--- src/rtl/vx_arb_pkg.sv ---
// Shared types and helpers for the burst stream arbiter.
// rr_next_idx supports up to RR_MAXW requesters.
package vx_arb_pkg;

  localparam int RR_MAXW = 32;

  typedef enum logic [0:0] {
    ARB_IDLE   = 1'b0,
    ARB_LOCKED = 1'b1
  } arb_state_e;

  // Round-robin winner: first set bit of valid at ptr, ptr+1, ... modulo num.
  // Returns ptr unchanged when no bit is set.
  function automatic int unsigned rr_next_idx(input int unsigned ptr,
                                              input logic [RR_MAXW-1:0] valid,
                                              input int unsigned num);
    int unsigned idx;
    logic found;
    logic [RR_MAXW-1:0] shifted;
    rr_next_idx = ptr;
    found = 1'b0;
    for (int unsigned k = 0; k < RR_MAXW; k++) begin
      if (k < num) begin
        idx = ptr + k;
        if (idx >= num) begin
          idx = idx - num;
        end else begin
          idx = idx;
        end
        shifted = valid >> idx;
        if (!found && shifted[0]) begin
          rr_next_idx = idx;
          found = 1'b1;
        end else begin
          found = found;
        end
      end else begin
        found = found;
      end
    end
  endfunction

endpackage

--- src/rtl/vx_burst_stream_arbiter_if.sv ---
// Stream bundle between NUM_REQS producers, the arbiter and one consumer.
// slave: arbiter view; master: environment (producers + consumer) view.
interface vx_burst_stream_arbiter_if #(
  parameter int NUM_REQS     = 4,
  parameter int DATAW        = 32,
  parameter int LOG_NUM_REQS = (NUM_REQS > 1) ? $clog2(NUM_REQS) : 1
) ();

  logic [NUM_REQS-1:0]       valid_in;
  logic [NUM_REQS*DATAW-1:0] data_in;
  logic [NUM_REQS-1:0]       last_in;
  logic [NUM_REQS-1:0]       ready_in;
  logic                      valid_out;
  logic [DATAW-1:0]          data_out;
  logic                      last_out;
  logic [LOG_NUM_REQS-1:0]   sel_out;
  logic                      ready_out;
  logic                      burst_err;

  modport slave (
    input  valid_in, data_in, last_in, ready_out,
    output ready_in, valid_out, data_out, last_out, sel_out, burst_err
  );

  modport master (
    output valid_in, data_in, last_in, ready_out,
    input  ready_in, valid_out, data_out, last_out, sel_out, burst_err
  );

endinterface

--- src/rtl/vx_burst_stream_arbiter_skid_buffer.sv ---
// Two-entry skid buffer used as the optional registered output stage.
// Only present when VX_BURST_ARB_OUT_BUF_EN is defined.
`ifdef VX_BURST_ARB_OUT_BUF_EN
module vx_skid_buffer #(
  parameter int W = 8
) (
  input  logic         clk,
  input  logic         reset,
  input  logic         i_valid,
  input  logic [W-1:0] i_data,
  output logic         o_ready,
  output logic         o_valid,
  output logic [W-1:0] o_data,
  input  logic         i_ready
);

  logic [W-1:0] r_mem [2];
  logic         r_wr_ptr;
  logic         r_rd_ptr;
  logic [1:0]   r_count;
  logic         w_push;
  logic         w_pop;

  assign o_ready = (r_count != 2'd2);
  assign o_valid = (r_count != 2'd0);
  assign o_data  = r_mem[r_rd_ptr];
  assign w_push  = i_valid & o_ready;
  assign w_pop   = o_valid & i_ready;

  // Storage, pointers and occupancy; reset empties the buffer.
  always_ff @(posedge clk) begin
    if (reset) begin
      r_mem[0] <= '0;
      r_mem[1] <= '0;
      r_wr_ptr <= 1'b0;
      r_rd_ptr <= 1'b0;
      r_count  <= 2'd0;
    end else begin
      if (w_push) begin
        r_mem[r_wr_ptr] <= i_data;
        r_wr_ptr        <= ~r_wr_ptr;
      end
      if (w_pop) begin
        r_rd_ptr <= ~r_rd_ptr;
      end
      case ({w_push, w_pop})
        2'b10:   r_count <= r_count + 2'd1;
        2'b01:   r_count <= r_count - 2'd1;
        default: r_count <= r_count;
      endcase
    end
  end

endmodule
`endif

--- src/rtl/vx_burst_stream_arbiter.sv ---
// Burst-granular round-robin arbiter: a winner keeps the output until its
// last beat is accepted; over-length bursts raise a sticky burst_err.
// Optional feature macro: VX_BURST_ARB_OUT_BUF_EN (registered output stage).
module vx_burst_stream_arbiter
  import vx_arb_pkg::*;
#(
  parameter int NUM_REQS     = 4,
  parameter int DATAW        = 32,
  parameter int MAX_BURST    = 16,
  parameter int LOG_NUM_REQS = (NUM_REQS > 1) ? $clog2(NUM_REQS) : 1,
  parameter int CNTW         = $clog2(MAX_BURST + 1)
) (
  input  logic                     clk,
  input  logic                     reset,
  vx_burst_stream_arbiter_if.slave arb_if
);

  localparam logic [LOG_NUM_REQS-1:0] LAST_IDX = LOG_NUM_REQS'(NUM_REQS - 1);
  localparam logic [CNTW-1:0]         CNT_MAX  = CNTW'(MAX_BURST);
  localparam logic [CNTW-1:0]         CNT_WARN = CNTW'(MAX_BURST - 1);

  arb_state_e              r_state, w_state_nxt;
  logic [LOG_NUM_REQS-1:0] r_ptr, w_ptr_nxt;
  logic [LOG_NUM_REQS-1:0] r_owner, w_owner_nxt;
  logic [LOG_NUM_REQS-1:0] r_sel_hold;
  logic [LOG_NUM_REQS-1:0] w_sel, w_rr_sel;
  logic [CNTW-1:0]         r_cnt, w_cnt_nxt;
  logic                    r_burst_err, w_burst_err_nxt;
  logic                    w_valid_sel, w_last_sel, w_hs, w_in_ready;
  logic [DATAW-1:0]        w_data_sel;
  logic [NUM_REQS-1:0]     w_ready_in;

  function automatic logic [LOG_NUM_REQS-1:0] incr_idx(input logic [LOG_NUM_REQS-1:0] idx);
    if (idx == LAST_IDX) begin
      return '0;
    end else begin
      return idx + LOG_NUM_REQS'(1);
    end
  endfunction

  // State register: FSM, pointer, owner, beat counter, sticky error, idle sel.
  always_ff @(posedge clk) begin
    if (reset) begin
      r_state     <= ARB_IDLE;
      r_ptr       <= '0;
      r_owner     <= '0;
      r_cnt       <= '0;
      r_burst_err <= 1'b0;
      r_sel_hold  <= '0;
    end else begin
      r_state     <= w_state_nxt;
      r_ptr       <= w_ptr_nxt;
      r_owner     <= w_owner_nxt;
      r_cnt       <= w_cnt_nxt;
      r_burst_err <= w_burst_err_nxt;
      r_sel_hold  <= w_sel;
    end
  end

  // Next state: everything advances only on an accepted beat.
  always_comb begin
    w_state_nxt     = r_state;
    w_ptr_nxt       = r_ptr;
    w_owner_nxt     = r_owner;
    w_cnt_nxt       = r_cnt;
    w_burst_err_nxt = r_burst_err;
    if (w_hs) begin
      if (w_last_sel) begin
        w_state_nxt = ARB_IDLE;
        w_ptr_nxt   = incr_idx(w_sel);
        w_cnt_nxt   = '0;
      end else begin
        w_state_nxt = ARB_LOCKED;
        w_owner_nxt = w_sel;
        if (r_state == ARB_IDLE) begin
          w_cnt_nxt = CNTW'(1);
        end else if (r_cnt != CNT_MAX) begin
          w_cnt_nxt = r_cnt + CNTW'(1);
        end else begin
          w_cnt_nxt = r_cnt;
        end
        // The counter is 0 in IDLE, so MAX_BURST=1 flags any non-last beat.
        if (r_cnt == CNT_WARN) begin
          w_burst_err_nxt = 1'b1;
        end else begin
          w_burst_err_nxt = r_burst_err;
        end
      end
    end else begin
      w_state_nxt = r_state;
    end
  end

  // Output selection: locked owner, round-robin winner, or held index when idle.
  always_comb begin
    w_rr_sel = LOG_NUM_REQS'(rr_next_idx(32'(r_ptr), RR_MAXW'(arb_if.valid_in), NUM_REQS));
    if (NUM_REQS == 1) begin
      w_sel = '0;
    end else if (r_state == ARB_LOCKED) begin
      w_sel = r_owner;
    end else if (|arb_if.valid_in) begin
      w_sel = w_rr_sel;
    end else begin
      w_sel = r_sel_hold;
    end
    w_valid_sel = 1'b0;
    w_last_sel  = 1'b0;
    w_data_sel  = '0;
    w_ready_in  = '0;
    for (int i = 0; i < NUM_REQS; i++) begin
      if (w_sel == LOG_NUM_REQS'(i)) begin
        w_valid_sel   = arb_if.valid_in[i] & ~reset;
        w_last_sel    = arb_if.last_in[i];
        w_data_sel    = arb_if.data_in[i*DATAW +: DATAW];
        w_ready_in[i] = w_in_ready & ~reset;
      end else begin
        w_ready_in[i] = 1'b0;
      end
    end
    w_hs = w_valid_sel & w_in_ready;
  end

  assign arb_if.ready_in  = w_ready_in;
  assign arb_if.burst_err = r_burst_err;

`ifdef VX_BURST_ARB_OUT_BUF_EN
  logic                                w_buf_ready;
  logic [DATAW+1+LOG_NUM_REQS-1:0]     w_buf_dout;

  vx_skid_buffer #(
    .W (DATAW + 1 + LOG_NUM_REQS)
  ) u_out_buf (
    .clk     (clk),
    .reset   (reset),
    .i_valid (w_valid_sel),
    .i_data  ({w_data_sel, w_last_sel, w_sel}),
    .o_ready (w_buf_ready),
    .o_valid (arb_if.valid_out),
    .o_data  (w_buf_dout),
    .i_ready (arb_if.ready_out)
  );

  assign w_in_ready      = w_buf_ready;
  assign arb_if.data_out = w_buf_dout[DATAW+LOG_NUM_REQS -: DATAW];
  assign arb_if.last_out = w_buf_dout[LOG_NUM_REQS];
  assign arb_if.sel_out  = w_buf_dout[LOG_NUM_REQS-1:0];
`else
  assign w_in_ready       = arb_if.ready_out;
  assign arb_if.valid_out = w_valid_sel;
  assign arb_if.data_out  = w_data_sel;
  assign arb_if.last_out  = w_last_sel;
  assign arb_if.sel_out   = w_sel;
`endif

endmodule

--- src/flat_wrapper.sv ---
// flat-port wrapper written by rule: the top's interface ports become plain ports
module vx_burst_stream_arbiter_flat import vx_arb_pkg::*;
#(
  parameter int NUM_REQS     = 4,
  parameter int DATAW        = 32,
  parameter int MAX_BURST    = 16,
  parameter int LOG_NUM_REQS = (NUM_REQS > 1) ? $clog2(NUM_REQS) : 1,
  parameter int CNTW         = $clog2(MAX_BURST + 1)
)
  (clk, reset, arb_if_valid_in, arb_if_data_in, arb_if_last_in, arb_if_ready_out, arb_if_ready_in, arb_if_valid_out, arb_if_data_out, arb_if_last_out, arb_if_sel_out, arb_if_burst_err);
  vx_burst_stream_arbiter_if #(.NUM_REQS(NUM_REQS), .DATAW(DATAW), .LOG_NUM_REQS(LOG_NUM_REQS)) arb_if_i ();
  input  logic clk;
  input  logic reset;
  input wire logic [$bits(arb_if_i.valid_in)-1:0] arb_if_valid_in;
  input wire logic [$bits(arb_if_i.data_in)-1:0] arb_if_data_in;
  input wire logic [$bits(arb_if_i.last_in)-1:0] arb_if_last_in;
  input wire logic [$bits(arb_if_i.ready_out)-1:0] arb_if_ready_out;
  output wire logic [$bits(arb_if_i.ready_in)-1:0] arb_if_ready_in;
  output wire logic [$bits(arb_if_i.valid_out)-1:0] arb_if_valid_out;
  output wire logic [$bits(arb_if_i.data_out)-1:0] arb_if_data_out;
  output wire logic [$bits(arb_if_i.last_out)-1:0] arb_if_last_out;
  output wire logic [$bits(arb_if_i.sel_out)-1:0] arb_if_sel_out;
  output wire logic [$bits(arb_if_i.burst_err)-1:0] arb_if_burst_err;
  assign arb_if_i.valid_in = arb_if_valid_in;
  assign arb_if_i.data_in = arb_if_data_in;
  assign arb_if_i.last_in = arb_if_last_in;
  assign arb_if_i.ready_out = arb_if_ready_out;
  assign arb_if_ready_in = arb_if_i.ready_in;
  assign arb_if_valid_out = arb_if_i.valid_out;
  assign arb_if_data_out = arb_if_i.data_out;
  assign arb_if_last_out = arb_if_i.last_out;
  assign arb_if_sel_out = arb_if_i.sel_out;
  assign arb_if_burst_err = arb_if_i.burst_err;
  vx_burst_stream_arbiter #(.NUM_REQS(NUM_REQS), .DATAW(DATAW), .MAX_BURST(MAX_BURST), .LOG_NUM_REQS(LOG_NUM_REQS), .CNTW(CNTW)) u_core (.clk(clk), .reset(reset), .arb_if(arb_if_i));
endmodule
--- config.mk ---
export PLATFORM = sky130hd
export DESIGN_NAME = vx_burst_stream_arbiter_flat
export DESIGN_NICKNAME = d
export VERILOG_FILES = /design/src/rtl/vx_arb_pkg.sv /design/src/rtl/vx_burst_stream_arbiter_if.sv /design/src/rtl/vx_burst_stream_arbiter_skid_buffer.sv /design/src/rtl/vx_burst_stream_arbiter.sv /design/src/flat_wrapper.sv
export SDC_FILE = /design/constraint.sdc
export NUM_CORES = 1
export LEC_CHECK = 0
export CAP_MARGIN = 15
export CORE_MARGIN = 2
export CORE_UTILIZATION = 36
export DETAILED_ROUTE_END_ITERATION = 8
export PLACE_DENSITY = 0.94
export SYNTH_ARGS = -nofsm -noshare
export SYNTH_HDL_FRONTEND = slang
export SYNTH_SLANG_ARGS = --single-unit
--- constraint.sdc ---
create_clock -name clk -period 17.35 [get_ports clk]
set_clock_uncertainty 0.05 [all_clocks]
set_input_delay 5.205 -clock clk [delete_from_list [all_inputs] [get_ports clk]]
set_output_delay 5.205 -clock clk [all_outputs]
set_load 0.1 [all_outputs]
==> results of run 1 <==
## how the worst max path moves through the flow
stage | from | end | slack, ps | cells after the start
after floorplan | arb_if_valid_in[1] | arb_if_data_out[17] | 1100 | 12
after global placement | arb_if_valid_in[0] | arb_if_valid_out | 2330 | 13
after detailed placement | arb_if_valid_in[0] | arb_if_valid_out | 2240 | 13
after CTS | arb_if_valid_in[0] | arb_if_valid_out | 2220 | 13
after global routing | arb_if_valid_in[2] | arb_if_valid_out | 1990 | 13
final | arb_if_valid_in[0] | arb_if_valid_out | 2260 | 13
## metrics by stage
step                util, %  cell area, µm²  hold slack, ps
floorplan                 -            2190             410
global placement       67.2            3980             404
detailed placement     67.2            3980             428
CTS                    68.0            4020             440
global route           68.6            4060             466
finish                 68.6            4060             426
## cell usage after synthesis (2+ instances only)
master    count  area (µm²)
nor2_1       79         297
nand2_1      70         263
a21oi_1      69         345
o21ai_0      36         180
clkbuf_1     21        78.8
dfxtp_1      13         260
ha_1         12         150
inv_1        10        37.5
a211oi_1      6        45.0
buf_1         6        22.5
and2_1        4        25.0
nand2b_1      4        25.0
nor2b_1       4        25.0
nand4_1       3        18.8
nor3_1        3        15.0
a211o_1       2        17.5
a21boi_0      2        15.0
and3_1        2        12.5
and4_1        2        17.5
buf_6         2        22.5
mux2_2        2        22.5
mux2_4        2        30.0
mux2i_1       2        20.0
nand3b_1      2        15.0
nor3b_1       2        15.0
nor4_1        2        12.5
o31a_1        2        17.5
xor2_1        2        17.5
## layer usage
layer  vias up  wire length (µm)  track usage (%)
met5         -                 0                0
met4         0               155             5.33
met3        17               802             5.71
met2       137              4500             44.2
met1      1373              3600             27.0
li1       1623                 -                -
## logic make-up after synthesis
family | Yosys count | synth area share, %
muxes | 7 | 4.50
and+or+nand+nor | 181 | 35.4
buffers and inverters | 39 | 7.35
DFF | 13 | 11.9
adders and majority gates | 12 | 6.84
xor gates and xnor gates | 2 | 0.798
AOI/OAI and AO/OA | 127 | 33.2
## tightest hold or removal path, stage by stage, from the launching register on
cell,delay [ps]
dfxtp_1,330
a21oi_1,40
nor2_1,70
## registers in the layout, summed over array words and instances (netlist names)
name                     flops
u_core.arb_if.burst_err      1
u_core.r_cnt                 5
u_core.r_owner               2
u_core.r_ptr                 2
u_core.r_sel_hold            2
u_core.r_state               1
## cell type report
class | instances | area (µm²)
multi-input cells | 329 | 1780
flip-flops and latches | 13 | 260
fillers | 488 | 1860
well taps | 75 | 93.8
repair buffers | 183 | 1850
inverters | 10 | 37.5
clock buffers | 4 | 45.0
==> impl_metrics.env, run 1 <==
export IMPL_synth_ff_latch_count=13
export IMPL_ys_flop_type="dfxtp_1"
export IMPL_max_freq_mhz=66.3
export IMPL_min_path_cells=2
export IMPL_worstSkewPairLatency_ps=240
export IMPL_worstPathRequired_ps=12100
export IMPL_min_to="u_core.arb_if.burst_err"
export IMPL_cp_slowest_stage_delay_ps=1150
export IMPL_drt_pass1_iterations=4
export IMPL_clock_path_buffers=2
export IMPL_netlist_area_um2=2190
export IMPL_gp_congestion=0.824
export IMPL_grt_pass1_vias=2727
export IMPL_die_area_um2=6740
export IMPL_wirelength_um=9060
export IMPL_path_delay_family="buffers and inverters"
export IMPL_grt_pass1_wl_um=12500
export IMPL_cts_htree_levels=1
export IMPL_status="complete, no violations"
export IMPL_synth_cell_type_count=43
export IMPL_critPathBufInv=4
export IMPL_tightest_slew_ps=1070
export IMPL_async_reset_ff_share_pct=0
export IMPL_startpoint_type="primary input"
export IMPL_gr_total_overflow=0
export IMPL_slew_limit_headroom_pct=28.6
export IMPL_synth_seq_area_share_pct=11.9
export IMPL_hold_start="u_core.arb_if.burst_err"
export IMPL_cts_hold_buffers=0
export IMPL_initial_utilization_pct=37.1
export IMPL_dp_hpwl_um=7200
export IMPL_grt_usage_pct=23.7
export IMPL_vias=3150
export IMPL_die_w_um=82.1
export IMPL_tritoncts="built"
export IMPL_ctsRootBufferMaster="clkbuf_8"
export IMPL_detail_route_wl_per_cell_um=14.8
export IMPL_path_common_cell="clkdlybuf4s50_1"
export IMPL_drt_iter0_drc=120
export IMPL_dp_slack_ps=2240
export IMPL_drv_slew=0
export IMPL_synth_edf_count=0
export IMPL_clock_sinks=13
export IMPL_grt_max_degree=72
export IMPL_fin_nets=691
export IMPL_syn_to_final_growth_pct=85.2
export IMPL_maxCapViolations=0
export IMPL_numCtsBuffers=3
export IMPL_finalSetupTns_ps=0
export IMPL_path_cells="clkdlybuf4s50_1, mux2_4, a22o_1, a221o_1, o221ai_2, a2bb2oi_2, inv_1, ha_2, buf_4, a211oi_1, a211o_1, nor2_1, clkdlybuf4s50_1"
export IMPL_place_inst=608
export IMPL_drive_gt1_share_pct=3.71
export IMPL_finalCriticalPeriod_ps=15090
export IMPL_setup_viol=0
export IMPL_cts_resized=0
export IMPL_period_share_pct=87.0
export IMPL_path_clk_slew_ps=50
export IMPL_cp_arrival_ps=9840
export IMPL_synth_avg_cell_area_um2=5.76
export IMPL_grt_antenna_before_repair=0
export IMPL_syn_nets=532
export IMPL_ios=180
export IMPL_worstReg2RegStart="u_core.r_ptr[0]"
export IMPL_final_cell_mix="clkdlybuf4s50_1, nor2_1, nand2_1"
export IMPL_stdcell_count=614
export IMPL_drcViolationCount=0
export IMPL_core_um2=5920
export IMPL_rr_worst_depth=15
export IMPL_hold_viol=0
export IMPL_crit_slowest_cell="clkdlybuf4s50_1"
export IMPL_reg2reg_to="u_core.r_owner[0]"
export IMPL_vias_per_cell=5.13
export IMPL_ys_warn_count=0
export IMPL_die_h_um=82.1
export IMPL_postCtsSetupBuffers=0
export IMPL_antenna_cells=0
export IMPL_hp_class="flip-flop to flip-flop"
export IMPL_rrSetupSlack_ps=12480
export IMPL_setup_slack_ps=2260
export IMPL_mostFrequentLayoutCell="clkdlybuf4s50_1"
export IMPL_rsz0062_at_grt="no"
export IMPL_critical_path_class="primary input to output port"
export IMPL_ant_nets=0
export IMPL_end_kind="output port"
export IMPL_rows=28
export IMPL_cp_max_fo=41
export IMPL_synth_cells=381
export IMPL_numPortBuffers=179
Power of run 1 is left out: the tool's default activity adds up to more than one toggle a clock period on the data nets, which glitch-free logic cannot reach.
==> run 2, diff against run 1 <==
--- a/config.mk
+++ b/config.mk
@@ -5,7 +5,6 @@
 export SDC_FILE = /design/constraint.sdc
 export NUM_CORES = 1
 export LEC_CHECK = 0
-export CAP_MARGIN = 15
 export CORE_MARGIN = 2
 export CORE_UTILIZATION = 36
 export DETAILED_ROUTE_END_ITERATION = 8
==> impl_metrics.env, run 2 (same netlist as run 1, synthesis figures left out) <==
export IMPL_path_delay_family="buffers and inverters"
export IMPL_initial_utilization_pct=37.1
export IMPL_mostFrequentLayoutCell="clkdlybuf4s50_1"
export IMPL_cp_endpoint="arb_if_valid_out"
export IMPL_placed_cell_area_um2=3980
export IMPL_path_clk_slew_ps=50
export IMPL_grt_usage_pct=23.7
export IMPL_cp_depth=13
export IMPL_final_cell_mix="clkdlybuf4s50_1, nor2_1, nand2_1"
export IMPL_core_um2=5920
export IMPL_drt_iter0_drc=147
export IMPL_path_cells="clkdlybuf4s50_1, mux2_4, a22o_1, a221o_1, o221ai_2, a2bb2oi_2, inv_1, ha_2, buf_4, a211oi_1, a211o_1, nor2_1, clkdlybuf4s50_1"
export IMPL_die_h_um=82.1
export IMPL_syn_to_final_growth_pct=83.4
export IMPL_crit_slowest_cell="clkdlybuf4s50_1"
export IMPL_drt_pass1_iterations=4
export IMPL_gp_congestion=0.824
export IMPL_whs_ps=426
export IMPL_maxCapViolations=0
export IMPL_hp_class="flip-flop to flip-flop"
export IMPL_wirelength_um=9080
export IMPL_worstPathRequired_ps=12100
export IMPL_cts_resized=0
export IMPL_ant_nets=0
export IMPL_numCtsBuffers=3
export IMPL_dp_hpwl_um=7200
export IMPL_vias=3134
export IMPL_hold_viol=0
export IMPL_drcViolationCount=0
export IMPL_die_area_um2=6740
export IMPL_clock_path_buffers=2
export IMPL_ios=180
export IMPL_grt_antenna_before_repair=0
export IMPL_worstReg2RegStart="u_core.r_ptr[0]"
export IMPL_finalSetupTns_ps=0
export IMPL_worstSetupStartpoint="arb_if_valid_in[0]"
export IMPL_cts_htree_levels=1
export IMPL_use_met2_pct=44.2
export IMPL_path_common_cell="clkdlybuf4s50_1"
export IMPL_cp_arrival_ps=9880
export IMPL_critical_path_class="primary input to output port"
export IMPL_n_fill_cell=492
export IMPL_largest_reg_flops=5
export IMPL_ctsRootBufferMaster="clkbuf_8"
export IMPL_grt_use_met1_pct=27.0
export IMPL_vias_per_cell=5.12
export IMPL_fin_area_um2=4020
export IMPL_grt_pass1_vias=2727
export IMPL_rr_worst_depth=15
export IMPL_rows=28
export IMPL_status="complete, no violations"
export IMPL_largest_register="u_core.r_cnt"
export IMPL_busiest_layer="met2"
export IMPL_cp_slowest_stage_delay_ps=1150
export IMPL_slew_limit_headroom_pct=21.6
export IMPL_gr_total_overflow=0
export IMPL_seq_area_um2=260
export IMPL_die_w_um=82.1
export IMPL_rrSetupSlack_ps=12430
export IMPL_end_kind="output port"
export IMPL_cts_hold_buffers=0
export IMPL_tritoncts="built"
export IMPL_drv_slew=0
export IMPL_use_met3_pct=5.71
export IMPL_dp_slack_ps=2240
export IMPL_finalCriticalPeriod_ps=15130
export IMPL_multi_input_area_um2=1780
export IMPL_period_share_pct=87.2
export IMPL_rsz0062_at_grt="no"
export IMPL_setup_slack_ps=2220
export IMPL_postCtsSetupBuffers=0
export IMPL_reg2reg_to="u_core.r_owner[0]"
export IMPL_setup_viol=0
export IMPL_cp_max_fo=41
export IMPL_drive_gt1_share_pct=3.35
export IMPL_clock_sinks=13
export IMPL_detail_route_wl_per_cell_um=14.8
export IMPL_worstSkewPairLatency_ps=240
export IMPL_critPathBufInv=4
export IMPL_grt_max_degree=72
export IMPL_numPortBuffers=179
export IMPL_grt_pass1_wl_um=12500
export IMPL_antenna_cells=0
export IMPL_fin_nets=689
export IMPL_startpoint_type="primary input"
export IMPL_max_freq_mhz=66.1
export IMPL_tightest_slew_ps=1180
run 2: worst min-delay path, cell delays in order, from the launching register on:
cell	delay, ps
dfxtp_1	330
a21oi_1	40
nor2_1	70
run 2: area by class of cell:
| type | instances | area share [%] |
|---|---|---|
| Sequential cell | 13 | 6.47 |
| Inverter | 10 | 0.933 |
| Timing Repair Buffer | 181 | 44.9 |
| Clock buffer | 4 | 1.12 |
| Tap cell | 75 | 2.33 |
| Multi-Input combinational cell | 329 | 44.2 |
run 2: through the flow:
stage               utilization (%)  cells
floorplan                         -    381
global placement               67.2    608
detailed placement             67.2    608
CTS                            68.0    612
global route                   68.0    612
finish                         68.0    612
run 2: worst min path at each step:
stage	startpoint	end	slack [ps]	cells past startpoint
after CTS	u_core.arb_if.burst_err	u_core.arb_if.burst_err	440	2
after global routing	u_core.r_owner[0]	u_core.r_owner[0]	470	2
after detailed placement	u_core.arb_if.burst_err	u_core.arb_if.burst_err	430	2
after global placement	u_core.arb_if.burst_err	u_core.arb_if.burst_err	400	2
after floorplan	u_core.r_owner[1]	u_core.r_owner[1]	410	2
final	u_core.arb_if.burst_err	u_core.arb_if.burst_err	430	2
run 2: layer usage:
metal / share of wire [%] / wire length, µm
met4: 1.8 / 166
met3: 8.9 / 804
met2: 50 / 4500
met5: 0 / 0
met1: 40 / 3610
Power of run 2 is left out for the same reason.
==> run 3, diff against run 2 <==
--- a/config.mk
+++ b/config.mk
@@ -5,10 +5,9 @@
 export SDC_FILE = /design/constraint.sdc
 export NUM_CORES = 1
 export LEC_CHECK = 0
-export CORE_MARGIN = 2
-export CORE_UTILIZATION = 36
+export CORE_UTILIZATION = 30
 export DETAILED_ROUTE_END_ITERATION = 8
-export PLACE_DENSITY = 0.94
+export PLACE_DENSITY = 0.84
 export SYNTH_ARGS = -nofsm -noshare
 export SYNTH_HDL_FRONTEND = slang
 export SYNTH_SLANG_ARGS = --single-unit
==> constraint.sdc (replaced) <==
create_clock -name clk -period 13.2 [get_ports clk]
set_clock_uncertainty 0.05 [all_clocks]
set_input_delay 3.96 -clock clk [delete_from_list [all_inputs] [get_ports clk]]
set_output_delay 3.96 -clock clk [all_outputs]
set_load 0.1 [all_outputs]
==> impl_metrics.env, run 3 (same netlist as run 1, synthesis figures left out) <==
export IMPL_syn_to_final_growth_pct=80.9
export IMPL_path_clk_slew_ps=50
export IMPL_grt_pass1_wl_um=13300
export IMPL_die_w_um=87.5
export IMPL_finalSetupTns_ps=0
export IMPL_antenna_cells=0
export IMPL_drive_gt1_share_pct=10.0
export IMPL_core_um2=6940
export IMPL_ios=180
export IMPL_maxCapViolations=0
export IMPL_die_area_um2=7660
export IMPL_cp_arrival_ps=7810
export IMPL_rr_worst_depth=14
export IMPL_hold_viol=0
export IMPL_vias=3107
export IMPL_vias_per_cell=4.90
export IMPL_end_kind="output port"
export IMPL_detail_route_wl_per_cell_um=14.2
export IMPL_whs_ps=429
export IMPL_worstSkewPairLatency_ps=240
export IMPL_drt_iter0_drc=106
export IMPL_drcViolationCount=0
export IMPL_tritoncts="built"
export IMPL_gr_total_overflow=0
export IMPL_postCtsSetupBuffers=0
export IMPL_numPortBuffers=179
export IMPL_cp_max_fo=35
export IMPL_grt_max_degree=71
export IMPL_gp_congestion=0.807
export IMPL_clock_sinks=13
export IMPL_ant_nets=0
export IMPL_hp_class="flip-flop to flip-flop"
export IMPL_cts_hold_buffers=0
export IMPL_slew_limit_headroom_pct=18.8
export IMPL_final_cell_mix="clkdlybuf4s50_1, nor2_1, nand2_1"
export IMPL_setup_viol=0
export IMPL_max_freq_mhz=84.6
export IMPL_grt_pass1_vias=2890
export IMPL_fin_nets=690
export IMPL_rows=30
export IMPL_grt_usage_pct=21.8
export IMPL_status="complete, no violations"
export IMPL_placed_cell_area_um2=3930
export IMPL_largest_register="u_core.r_cnt"
export IMPL_numCtsBuffers=3
export IMPL_drt_pass1_iterations=4
export IMPL_dp_hpwl_um=7190
export IMPL_critical_path_class="primary input to output port"
export IMPL_cts_resized=0
export IMPL_cts_htree_levels=1
export IMPL_clock_path_buffers=2
export IMPL_initial_utilization_pct=31.6
export IMPL_fin_area_um2=3970
export IMPL_startpoint_type="primary input"
export IMPL_rsz0062_at_grt="no"
export IMPL_drv_slew=0
export IMPL_n_fill_cell=661
export IMPL_tightest_slew_ps=1220
export IMPL_die_h_um=87.5
export IMPL_worstPathRequired_ps=9190
export IMPL_min_path_cells=2
export IMPL_period_share_pct=89.5
export IMPL_largest_reg_flops=5
export IMPL_ctsRootBufferMaster="clkbuf_8"
export IMPL_mostFrequentLayoutCell="clkdlybuf4s50_1"
export IMPL_wirelength_um=9010
export IMPL_finalCriticalPeriod_ps=11820
export IMPL_grt_antenna_before_repair=0
==> run 3: changes by cell type in the layout (fill, tap and decap cells not counted) <==
| cell | previous run | this run |
|---|---|---|
| buf_4 | 2 | 38 |
| clkdlybuf4s50_1 | 179 | 144 |
| o21ai_0 | 36 | 4 |
| o21ai_1 | 0 | 32 |
==> run 3: worst paths after layout <==
kind / slack, ps / startpoint / to
setup / recovery: 1380 / arb_if_valid_in[0] / arb_if_valid_out
hold / removal: 430 / u_core.arb_if.burst_err / u_core.arb_if.burst_err
setup reg to reg: 8260 / u_core.r_ptr[0] / u_core.r_ptr[1]
hold reg to reg: 430 / u_core.arb_if.burst_err / u_core.arb_if.burst_err
==> run 3: per-stage QoR <==
step	utilization, %	cells	worst slack, ps
after floorplan	-	381	200
after global routing	57.2	634	1050
after global placement	56.5	630	1530
after CTS	57.2	634	1400
after detailed placement	56.5	630	1410
final	57.2	634	1380
==> run 3: worst max-delay path, cell delays in order <==
cell,delay [ps]
clkdlybuf4s50_1,520
mux2_4,310
a22o_1,240
a221o_1,370
o221ai_2,220
a2bb2oi_2,140
inv_1,100
ha_1,970
nand3b_1,140
a211o_1,400
nor2_1,130
buf_4,310
==> run 3: layout make-up <==
cell class	instances	area, µm²	share of cell area (%)
multi-input combinational	329	1780	44.8
timing repair buffer	182	1730	43.5
sequential	13	260	6.56
tap	96	120	3.03
clock buffer	4	45.0	1.13
inverter	10	37.5	0.945
==> run 3: per-layer routing <==
metal	GRT usage, %	wire, µm
met5	0	0
met4	3.58	97
met3	3.86	654
met2	41.4	4590
met1	25.9	3670
Power of run 3 is left out for the same reason.
